$ cat config.mk
export PLATFORM = sky130hd
export DESIGN_NAME = hires_blit_ctrl
export DESIGN_NICKNAME = d
export VERILOG_FILES = /design/src/rtl/hires_blit_ctrl.sv
export SDC_FILE = /design/constraint.sdc
export NUM_CORES = 1
export LEC_CHECK = 0
export CAP_MARGIN = 15
export CORE_MARGIN = 10
export CORE_UTILIZATION = 50
export DETAILED_ROUTE_END_ITERATION = 7
export PLACE_DENSITY = 0.91
export SLEW_MARGIN = 5
export SYNTH_ARGS = -nofsm -noshare
export SYNTH_HDL_FRONTEND = slang
export SYNTH_SLANG_ARGS = --single-unit
export TNS_END_PERCENT = 10
$ cat constraint.sdc
create_clock -name clk -period 3.4 [get_ports clk]
set_clock_uncertainty 0.05 [all_clocks]
set_input_delay 0.68 -clock clk [delete_from_list [all_inputs] [get_ports clk]]
set_output_delay 0.68 -clock clk [all_outputs]
set_load 0.01 [all_outputs]
$ cat src/rtl/hires_blit_ctrl.sv
// Port-A sequencer for the hi-res graphics RAM: arbitrates Z80 byte accesses
// against a FILL / INVERT rectangle engine, Z80 taking any free slot first.
module hires_blit_ctrl (
    input  logic        clk,
    input  logic        srst,
    input  logic        cmd_valid,
    output logic        cmd_ready,
    input  logic        cmd_op,
    input  logic [6:0]  cmd_x0,
    input  logic [7:0]  cmd_y0,
    input  logic [6:0]  cmd_w,
    input  logic [7:0]  cmd_h,
    input  logic [7:0]  cmd_data,
    output logic        busy,
    output logic        done,
    input  logic        z80_req,
    input  logic        z80_we,
    input  logic [14:0] z80_addr,
    input  logic [7:0]  z80_din,
    output logic        z80_ack,
    output logic [7:0]  z80_dout,
    output logic        ram_ce,
    output logic        ram_we,
    output logic [14:0] ram_addr,
    output logic [7:0]  ram_din,
    output logic        ram_oce,
    input  logic [7:0]  ram_dout
);

    typedef enum logic [2:0] {
        S_IDLE    = 3'd0,
        S_FILL_WR = 3'd1,
        S_INV_RD  = 3'd2,
        S_INV_W1  = 3'd3,
        S_INV_W2  = 3'd4,
        S_INV_WR  = 3'd5,
        S_DONE    = 3'd6
    } state_t;

    state_t      state_r, state_s;
    logic [6:0]  x0_r, x_r, w_r, col_r;
    logic [7:0]  y_r, h_r, row_r, data_r, cap_r, dout_r;
    logic        z_wr_p1_r, rd_p1_r, rd_p2_r, own_p1_r, own_p2_r;

    logic        z80_busy_s, z80_grant_s, eng_want_s, eng_wr_s, eng_go_s;
    logic        last_col_s, last_row_s, z80_rd_ret_s;

    // Slot arbitration: a Z80 request with nothing of its own in flight owns the slot.
    always_comb begin
        z80_busy_s   = z_wr_p1_r | (rd_p1_r & own_p1_r) | (rd_p2_r & own_p2_r);
        z80_grant_s  = z80_req & ~z80_busy_s & ~srst;
        eng_wr_s     = (state_r == S_FILL_WR) || (state_r == S_INV_WR);
        eng_want_s   = eng_wr_s || (state_r == S_INV_RD);
        eng_go_s     = eng_want_s & ~z80_grant_s & ~srst;
        last_col_s   = (col_r == (w_r - 7'd1));
        last_row_s   = (row_r == (h_r - 8'd1));
        z80_rd_ret_s = rd_p2_r & own_p2_r;
    end

    // RAM port drive for whichever requester owns this slot.
    always_comb begin
        ram_ce   = 1'b0;
        ram_we   = 1'b0;
        ram_addr = {x_r, y_r};
        ram_din  = data_r;
        if (z80_grant_s) begin
            ram_ce   = 1'b1;
            ram_we   = z80_we;
            ram_addr = z80_addr;
            ram_din  = z80_din;
        end else if (eng_go_s) begin
            ram_ce   = 1'b1;
            ram_we   = eng_wr_s;
            ram_addr = {x_r, y_r};
            ram_din  = (state_r == S_INV_WR) ? (cap_r ^ 8'hFF) : data_r;
        end else begin
            ram_ce   = 1'b0;
        end
    end

    // Engine next-state.
    always_comb begin
        state_s = state_r;
        case (state_r)
            S_IDLE: begin
                if (cmd_valid) begin
                    if ((cmd_w == 7'd0) || (cmd_h == 8'd0)) begin
                        state_s = S_DONE;
                    end else if (cmd_op) begin
                        state_s = S_INV_RD;
                    end else begin
                        state_s = S_FILL_WR;
                    end
                end else begin
                    state_s = S_IDLE;
                end
            end
            S_FILL_WR: begin
                if (eng_go_s && last_col_s && last_row_s) begin
                    state_s = S_DONE;
                end else begin
                    state_s = S_FILL_WR;
                end
            end
            S_INV_RD: begin
                if (eng_go_s) begin
                    state_s = S_INV_W1;
                end else begin
                    state_s = S_INV_RD;
                end
            end
            S_INV_W1: state_s = S_INV_W2;
            S_INV_W2: state_s = S_INV_WR;
            S_INV_WR: begin
                if (eng_go_s) begin
                    state_s = (last_col_s && last_row_s) ? S_DONE : S_INV_RD;
                end else begin
                    state_s = S_INV_WR;
                end
            end
            S_DONE:  state_s = S_IDLE;
            default: state_s = S_IDLE;
        endcase
    end

    // Engine registers, rectangle walk and read-return pipeline with owner tag.
    always_ff @(posedge clk) begin
        if (srst) begin
            state_r   <= S_IDLE;
            x0_r      <= 7'd0;
            x_r       <= 7'd0;
            w_r       <= 7'd0;
            col_r     <= 7'd0;
            y_r       <= 8'd0;
            h_r       <= 8'd0;
            row_r     <= 8'd0;
            data_r    <= 8'd0;
            cap_r     <= 8'd0;
            dout_r    <= 8'd0;
            z_wr_p1_r <= 1'b0;
            rd_p1_r   <= 1'b0;
            rd_p2_r   <= 1'b0;
            own_p1_r  <= 1'b0;
            own_p2_r  <= 1'b0;
        end else begin
            state_r <= state_s;
            if ((state_r == S_IDLE) && cmd_valid) begin
                x0_r   <= cmd_x0;
                x_r    <= cmd_x0;
                y_r    <= cmd_y0;
                w_r    <= cmd_w;
                h_r    <= cmd_h;
                data_r <= cmd_data;
                col_r  <= 7'd0;
                row_r  <= 8'd0;
            end else if (eng_go_s && eng_wr_s) begin
                if (last_col_s) begin
                    col_r <= 7'd0;
                    x_r   <= x0_r;
                    y_r   <= y_r + 8'd1;
                    row_r <= row_r + 8'd1;
                end else begin
                    col_r <= col_r + 7'd1;
                    x_r   <= x_r + 7'd1;
                end
            end else begin
                col_r <= col_r;
            end
            if ((state_r == S_INV_W2) && rd_p2_r && !own_p2_r) begin
                cap_r <= ram_dout;
            end
            if (z80_rd_ret_s) begin
                dout_r <= ram_dout;
            end
            z_wr_p1_r <= z80_grant_s & z80_we;
            rd_p1_r   <= ram_ce & ~ram_we;
            own_p1_r  <= z80_grant_s;
            rd_p2_r   <= rd_p1_r;
            own_p2_r  <= own_p1_r;
        end
    end

    assign cmd_ready = (state_r == S_IDLE);
    assign busy      = (state_r != S_IDLE);
    assign done      = (state_r == S_DONE);
    assign ram_oce   = rd_p1_r;
    assign z80_ack   = z_wr_p1_r | z80_rd_ret_s;
    // Read data is forwarded straight from the RAM on the ack cycle, then held.
    assign z80_dout  = z80_rd_ret_s ? ram_dout : dout_r;

endmodule

==> flow_summary.ini <==
[status]
run_status = completed

[critical_path]
critical_path.reg2reg.startpoint = w_r[0]
timing.critical_path.fanout_max = 17
startpoint_type = input pin
timing.critical_path.required_ps = 2670
critPathCaptureType = output port
timing_worst_setup_path_type = input pin to output port
worst-endpoint-arrival_ps = 2500
max_stage_delay_ps = 540
worstSetupStartpoint = z80_req
worst_path_max_delay_cell = clkdlybuf4s50_1
path_cells = clkdlybuf4s50_1 > a311oi_4 > nand2_1 > buf_12 > nor2_1 > a211oi_1 > nor2_1 > clkdlybuf4s50_1

[global_routing]
grt_antenna_before_repair = 0
overflow = 0
first_global_vias = 4711
gr-usage-all-layers_pct = 20.3
wire_length_of_the_first_global_routing_pass_um = 22100
largest_net_degree_at_the_start_of_global_routing = 54

[timing]
max_freq_mhz = 310
hold_violations = 0
worst-slew-pin-transition_ps = 1130
final_min_period_over_clock_period_pct = 95.0
report.final.slew_viol_count = 0
slew_headroom_pct = 24.1
fin_worst_hold_slack_ps = 413
report.final.setup_viol = 0
setup-tns-final_ps = 0
grt_setup_unrepaired = no
min_period_ps = 3230

[cts]
cts_tree = done
worst_setup_hold_path_clk_slew_ps = 90
hold_fix_buffers_cts = 0
clockRootBuffer = clkbuf_8
numCtsBuffers = 9
htree_num_levels = 3
worstSkewPairLatency_ps = 370
clock_sink_count = 84
clock_path_buffers = 2

[placement]
numPortBuffers = 112
place.gp.congestion = 0.856
dp_hpwl_um = 10300
place_area_sq_um = 5860

[route]
dr.pass1.iters = 6
postRouteWirelength_um = 14100
vias = 4798
vias_per_cell = 5.87
remaining_drc_errors = 0
dr.first_iter.drc_count = 316
final_ant_viol_nets = 0
wl_per_cell_um = 17.3

[layout]
fillers = 716
layout_cell_share_with_drive_strength_beyond_1_pct = 8.06
nNetsFinal = 783
post-route-util_pct = 66.7
area_growth_syn_to_layout_pct = 31.4
insertedDiodeCount = 0
design_area_sq_um = 6070
mostFrequentLayoutCell = nand2_1
final_cell_mix = 135 x nand2_1, 111 x clkdlybuf4s50_1, 84 x dfxtp_1, 57 x nor2_1, 46 x a21oi_1

[power]
power.leakage_nw = 2.34
power_density_nw_per_um2 = 455
irDropWorstVdd_mv = 0.277
total_power_mw = 2.76

[yosys]
netlist_area_sq_um = 4620
synth.ff_latch_count = 84
avgSynthCellArea_sq_um = 7.66
main_combinational_cell_family_by_area_after_synthesis = simple AND/OR/NAND/NOR gates
synth_fp_nets = 684
async_flop_share_pct = 0
cells_after_synthesis = 603
number_of_flops_mapped_to_enable_cells_by_yosys = 0
synth_warnings = 0
yosys.area_share.xor_xnor_pct = 5.42
synth_simple_gate_area_share_pct = 30.2
post_synth_fa_ha_maj_area_fraction_pct = 1.62
synth-seq-area-share_pct = 36.4
synthDistinctLibCells = 64
synth_compound_area_share_pct = 17.2
synth_top_flop_cell = dfxtp_1
multiplexer_share_of_the_synthesized_area_pct = 4.79

[flow_run]
maxCapViolCount = 0

[worst_hold_path]
source_of_the_worst_hold_timing_path = x0_r[4]
path_class_of_the_lowest_slack_min_delay_path = flip-flop to flip-flop

[floorplan]
std_cell_core_area_sq_um = 9110
die_outline_area_sq_um = 13500
floorplan.io_pins = 113
initial_core_util_pct = 50.7
die_w_um = 116
chipHeight_um = 116
rows = 35
## layer usage
layer / global-route usage, % / routed length (um) / vias to the layer above
li1: - / - / 2307
met1: 21.6 / 5370 / 2230
met2: 36.9 / 7270 / 228
met3: 4.52 / 1100 / 33
met4: 10.3 / 393 / 0
met5: 0 / 0 / -
## through the flow
stage	worst slack, ps	cells
floorplan	564	603
global placement	210	802
detailed placement	162	802
CTS	152	818
global route	26.3	818
finish	170	818
## Yosys cell counts, drive strengths merged, types with 2 or more instances
cell type  count  area (sq um)
and3b          2          17.5
o21ai         17          85.1
or4            3          22.5
or3           14          92.6
dfxtp         84          1680
a311oi         7          61.3
and3           7          43.8
nor2          58           218
o211ai         3          22.5
a211oi         9          67.6
o311ai         2          25.0
xor2          10          87.6
a2111oi        2          30.0
clkbuf        24          90.1
nand4         11          68.8
nand3         13          70.1
nand2b         5          31.3
or2            3          18.8
inv           13          48.8
mux2           9           101
a21oi         46           230
nor2b         14          87.6
nand4b         2          17.5
a31oi          7          58.8
xnor2         16           140
a31o           2          17.5
a21o           2          15.0
buf           13          63.8
nor3          19           105
ha             6          75.1
o21bai         3          22.5
o22ai          2          12.5
nand2        135           507
o31ai          2          20.0
nor4           8          56.3
mux2i         12           120
## area by class of cell
| class | count | area, sq um | share of cell area (%) |
|---|---|---|---|
| Clock buffer | 9 | 124 | 2.04 |
| Clock inverter | 7 | 81.3 | 1.34 |
| Inverter | 13 | 48.8 | 0.804 |
| Multi-Input combinational cell | 469 | 2760 | 45.4 |
| Sequential cell | 84 | 1680 | 27.7 |
| Tap cell | 111 | 139 | 2.29 |
| Timing Repair Buffer | 125 | 1240 | 20.4 |
## worst max-delay path: cells and delay by family
kind                   cells  cell delay, ps
AOI/OAI and AO/OA          2             300
buffers and inverters      3            1180
and+or+nand+nor            3             320
## final timing paths
path	slack [ps]	cells past startpoint	to
max	170	8	ram_din[5]
min	410	2	x0_r[4]
max reg2reg	560	8	y_r[2]
min reg2reg	410	2	x0_r[4]
## power by group
part,internal (mW),leakage [nW],total (mW),switching (mW)
sequential,1.07,0.686,1.17,0.106
clock,0.352,0.107,0.752,0.399
combinational,0.407,1.55,0.837,0.430
## cell families (layout without fill, tap and decap cells)
family,Yosys count,in the layout
compound gates,116,116
fa+ha+maj,6,6
flops,84,84
mux,21,21
buf+inv,50,154
xor+xnor,27,27
simple gates,299,299
## sequential cells by signal (all words and copies together) (netlist names), 3 cells and up
register	flops
cap_r	8
col_r	7
data_r	8
dout_r	8
h_r	8
row_r	8
state_r	3
w_r	7
x0_r	7
x_r	7
y_r	8
## what timing repair did
item	CTS	global route
resized for setup	0	1
buffers inserted	0	0
endpoints found under the setup margin	0	3
hold endpoints to repair	0	0
(Power assumes the default switching activity.)
